$ cat src/rtl/binary_to_bcd_sequential_pkg.sv
// Shared constants, FSM encoding and BCD sizing for the binary-to-BCD converters.
// Exports: BCD_DIGIT_WIDTH, state_t, bcd_digits().
package binary_to_bcd_sequential_pkg;

  localparam int BCD_DIGIT_WIDTH = 4;

  typedef enum logic [1:0] {
    IDLE    = 2'd0,
    CONVERT = 2'd1,
    DONE    = 2'd2
  } state_t;

  // Decimal digits of 2^w-1 = floor(w*log10(2))+1.
  // 2^w is never a power of ten, so the digit count of 2^w-1 equals that of 2^w.
  function automatic int bcd_digits(input int w);
    return (w * 30103) / 100000 + 1;
  endfunction

endpackage

$ cat src/rtl/binary_to_bcd_sequential_step.sv
// One Double-Dabble step: add 3 to every BCD digit >=5, then shift left by 1.
// Ports: scratch_in (BCD part above binary part), scratch_out (stepped word).
module binary_to_bcd_sequential_step
  import binary_to_bcd_sequential_pkg::*;
#(
  parameter int WIDTH_BINARY = 8,
  parameter int WIDTH_BCD    = bcd_digits(WIDTH_BINARY) * BCD_DIGIT_WIDTH
) (
  input  logic [WIDTH_BCD+WIDTH_BINARY-1:0] scratch_in,
  output logic [WIDTH_BCD+WIDTH_BINARY-1:0] scratch_out
);

  localparam int WS     = WIDTH_BCD + WIDTH_BINARY;
  localparam int DIGITS = WIDTH_BCD / BCD_DIGIT_WIDTH;

  logic [WS-1:0] adj;

  assign adj[WIDTH_BINARY-1:0] = scratch_in[WIDTH_BINARY-1:0];

  for (genvar i = 0; i < DIGITS; i++) begin : g_dig
    localparam int LSB = WIDTH_BINARY + BCD_DIGIT_WIDTH * i;
    logic [3:0] d;
    assign d = scratch_in[LSB +: 4];
    assign adj[LSB +: 4] = (d >= 4'd5) ? d + 4'd3 : d;
  end

  assign scratch_out = {adj[WS-2:0], 1'b0};

endmodule

$ cat src/rtl/binary_to_bcd_sequential.sv
// Iterative Double-Dabble binary-to-BCD converter, one step per clock.
// Ports: clock/resetn, input valid/ready/binary, output valid/ready/bcd, busy.
module binary_to_bcd_sequential
  import binary_to_bcd_sequential_pkg::*;
#(
  parameter int WIDTH_BINARY = 8,
  parameter int WIDTH_BCD    = bcd_digits(WIDTH_BINARY) * BCD_DIGIT_WIDTH
) (
  input  logic                    clock,
  input  logic                    resetn,
  input  logic                    input_valid,
  output logic                    input_ready,
  input  logic [WIDTH_BINARY-1:0] input_binary,
  output logic                    output_valid,
  input  logic                    output_ready,
  output logic [WIDTH_BCD-1:0]    output_bcd,
  output logic                    busy
);

  localparam int WS    = WIDTH_BCD + WIDTH_BINARY;
  localparam int CNT_W = $clog2(WIDTH_BINARY + 1);

  state_t            state;
  logic [WS-1:0]     scratch;
  logic [WS-1:0]     scratch_next;
  logic [CNT_W-1:0]  cnt;

  binary_to_bcd_sequential_step #(
    .WIDTH_BINARY(WIDTH_BINARY),
    .WIDTH_BCD   (WIDTH_BCD)
  ) u_step (
    .scratch_in (scratch),
    .scratch_out(scratch_next)
  );

  assign input_ready  = (state == IDLE) |
                        ((state == DONE) & output_ready);
  assign output_valid = (state == DONE);
  assign busy         = (state == CONVERT);
  assign output_bcd   = scratch[WS-1 -: WIDTH_BCD];

  always_ff @(posedge clock or negedge resetn) begin
    if (!resetn) begin
      state   <= IDLE;
      scratch <= '0;
      cnt     <= '0;
    end else begin
      unique case (state)
        IDLE: begin
          if (input_valid) begin
            scratch <= {{WIDTH_BCD{1'b0}}, input_binary};
            cnt     <= CNT_W'(WIDTH_BINARY);
            state   <= CONVERT;
          end
        end
        CONVERT: begin
          scratch <= scratch_next;
          cnt     <= cnt - CNT_W'(1);
          if (cnt == CNT_W'(1))
            state <= DONE;
        end
        DONE: begin
          if (output_ready) begin
            if (input_valid) begin
              scratch <= {{WIDTH_BCD{1'b0}}, input_binary};
              cnt     <= CNT_W'(WIDTH_BINARY);
              state   <= CONVERT;
            end else begin
              state <= IDLE;
            end
          end
        end
        default: state <= IDLE;
      endcase
    end
  end

endmodule

$ cat config.mk
export PLATFORM = sky130hd
export DESIGN_NAME = binary_to_bcd_sequential
export DESIGN_NICKNAME = d
export VERILOG_FILES = /design/src/rtl/binary_to_bcd_sequential_pkg.sv /design/src/rtl/binary_to_bcd_sequential_step.sv /design/src/rtl/binary_to_bcd_sequential.sv
export SDC_FILE = /design/constraint.sdc
export NUM_CORES = 1
export LEC_CHECK = 0
export BUFFER_PORTS_ARGS = -buffer_cell sky130_fd_sc_hd__buf_2
export CORE_MARGIN = 2
export CORE_UTILIZATION = 44
export DETAILED_ROUTE_END_ITERATION = 6
export PLACE_DENSITY = 0.77
export SKIP_LAST_GASP = 1
export SLEW_MARGIN = 20
export SYNTH_ARGS = -nofsm -noshare
export SYNTH_HDL_FRONTEND = slang
export SYNTH_SLANG_ARGS = --single-unit
export TNS_END_PERCENT = 100
$ cat constraint.sdc
create_clock -name clock -period 1.3 [get_ports clock]
set_input_delay 0.065 -clock clock [delete_from_list [all_inputs] [get_ports clock]]
set_output_delay 0.065 -clock clock [all_outputs]
set_load 0.02 [all_outputs]
==> run summary <==
Final hold viol count: 0
Share of the synthesized area in the top cell type: 45.9%
GRT overflow: 0
Internal: 0.00305 W
Horiz. Die Dim: 60.8 um
Via count: 1,308
Final Setup Violations: 6
Mean Syn Cell Area: 9.58 um^2
Area grow syn2layout: 51.1%
Number of global-route vias before repair: 1,204
Final max-slew violation count: 0
Synthesized cell area: 1420 um^2
Crit-path cells: nand2b_4 > a21o_1 > buf_4 > nand2_1 > o311ai_1
Slew @ Worst Pin: 0.599 ns
CTS tree: yes
Top FF cell, synth: dfrtp_1
Cell row count: 20
Final wirelength: 3610 um
Syn Nets: 168
Post-synthesis cell count: 148
Worst r2r path cells: 5
Clock power frac: 8.0%
Register Area: 653 um^2
Maximum clock rate: 734 MHz
Seq/Total Area, Yosys: 45.9%
Die area: 3690 um^2
Setup CP Type: reg2reg
P_leak: 1.01 nW
Layout Skew: 0.00413 ns
CTS buffer count: 3
Routability congestion estimate: 0.863
CP max stage delay: 0.47 ns
First-pass GRT wire length: 5180 um
Final layout net count: 229
Initial antenna violation count: 0
Fin crit period: 1.36 ns
Number of synthesized flops with an enable pin: 0
Via-to-Cell Ratio: 5.19
Max clock buf depth: 2
Asr flop ratio synth: 100%
HPWL Detailed: 2110 um
Tot Pwr: 0.00530 W
Clock Latency Late Sink: 0.33 ns
Yosys reg bits: 26
Count leader, synth: dfrtp_1
Final period util: 105%
Power Density: 2480 nW/um^2
H-tree level count: 1
Status: complete, but fails checks
Synth Warn #: 0
CP Max Fanout: 5
Area of the multi-input gates: 808 um^2
Sw Pwr: 0.00225 W
Critical Path End Type: flip-flop
Chip height: 60.8 um
TritonRoute pass-1 iters: 4
Hold path cells: 3
Failing checks: negative setup slack
Setup ws final: -0.0617 ns
Setup crit start: state[0]
Busiest grt layer: met2
Ant. Diodes: 0
Clock slew at reported path FFs: 0.15 ns
Share of layout cells above drive strength 1: 49.0%
Switching share of power: 42.5%
GR Util met3: 2.13%
# fillers: 222
Post-synth top cells: dfrtp_1 (26), nand2_1 (21), buf_4 (12)
RSZ-0062 raised after global routing: true
Cells taking the most area after synthesis: dfrtp_1 (46%), ha_1 (7.1%), buf_4 (6.4%)
R2r startpoint: state[0]
DRT iter0 DRCs: 47
Largest net degree at the start of global routing: 27
Sequential fraction of design power: 27.4%
Worst hold path class: in2reg
Nature of the critical path startpoint: flip-flop
Max VDD drop: 964 uV
Count of input and output buffers: 26
Met1 Use GR: 23.2%
Rel. slew slack: 60.1%
Critical path's slowest cell: dfrtp_2
Initial core utilization: 46.4%
Arr. time, crit path: 1.57 ns
Comb power frac: 64.5%
Max-cap violations: 0
IO Pins: 27
Critical R2R Capture: scratch[14]
# clock sinks: 26
M2 GR Usage: 32.1%
Placed Area: 1650 um^2
Count of cell types in the netlist: 29
Total GRT Usage: 19.1%
Final instance area: 2140 um^2
Average wire per standard cell: 14.3 um
Hold Path End: state[1]
FF-to-FF setup slack: -0.06 ns
Core region area: 3050 um^2
Final ANT Viol Nets: 0
Root Buffer: clkbuf_4
CP Data Required Time: 1.51 ns
Cell taking the most area after synthesis: dfrtp_1
DRC violations left: 0
HP Start: output_ready
==> through the flow <==
stage	worst slack [ns]	TNS [ns]	std cells	util [%]	hold slack [ns]
floorplan	0.0120	0	148	-	-0.231
global route	-0.0876	-0.858	252	70.2	0.0609
global placement	0.00709	0	221	54.0	0.0992
finish	-0.0617	-0.199	252	70.2	0.0740
CTS	-0.0241	-0.0765	244	63.0	0.0469
detailed placement	-0.0738	-0.294	221	54.0	0.109
==> kinds of logic (layout without fill, tap and decap cells) <==
logic type      Yosys count  in the layout  share of synthesized area, %
flops                    26             26                          45.9
buf+inv                  27             87                          10.7
fa+ha+maj                 8              8                          7.06
xor+xnor                  6              6                          3.71
compound gates           37             37                          18.4
simple gates             44             44                          14.2
==> repair_timing <==
item / CTS / global route
endpoints found under the hold margin: 36 / 0
hold buffers: 10 / 0
pin swaps: 8 / 8
setup buffers: 9 / 8
resized for setup: 20 / 37
endpoints found under the setup margin: 20 / 25
==> flip-flops by register name, indices dropped and copies added (netlist names) <==
register,cells
scratch,20
cnt,4
state,2
==> metal layers <==
metal,share of wire [%],vias to the layer above
li1,-,628
met1,42,635
met2,52,33
met3,2.3,12
met4,3.9,0
met5,0,-
==> worst max-delay path: cells and delay by family, from the launching register on <==
family | cells | cell delay [ns]
buffers and inverters | 1 | 0.16
AOI/OAI and AO/OA | 2 | 0.33
DFF | 1 | 0.47
and+or+nand+nor | 2 | 0.27
==> final cells by class <==
cell class	count	area share [%]
Tap cell	44	2.57
Inverter	10	1.87
Multi-Input combinational cell	95	37.7
Timing Repair Buffer	73	25.6
Sequential cell	26	30.5
Clock buffer	4	1.69
==> placed cells by master, fill, tap and decap left out, drive strengths merged <==
master       count
o21ai            4
buf             63
nand2b           6
xor2             2
dlygate4sd3     10
a21boi           1
dfrtp           26
a32o             4
nand3            3
a22o             1
clkbuf           4
nor2            10
o32ai            2
a21oi            5
o311ai           3
ha               8
o22ai            5
nand2           21
nor2b            2
a211oi           1
or3              2
o31ai            3
a21o             1
a31oi            7
inv             10
xnor2            4
==> worst max path at each step <==
| stage | endpoint | slack [ns] | cells past startpoint |
|---|---|---|---|
| after floorplan | scratch[17] | 0.01 | 6 |
| after global placement | scratch[17] | 0.007 | 5 |
| after detailed placement | scratch[17] | -0.07 | 6 |
| after CTS | busy | -0.02 | 3 |
| after global routing | cnt[3] | -0.09 | 4 |
| final | scratch[14] | -0.06 | 5 |
==> power groups by stage <==
stage	clock (W)	combinational [W]	sequential (W)
floorplan	0	0.00170	0.00139
global placement	0	0.00231	0.00140
detailed placement	0	0.00241	0.00142
CTS	0.000441	0.00285	0.00142
global route	0.000475	0.00371	0.00149
finish	0.000426	0.00342	0.00145
Note: power is estimated with default switching activity, not from simulation.
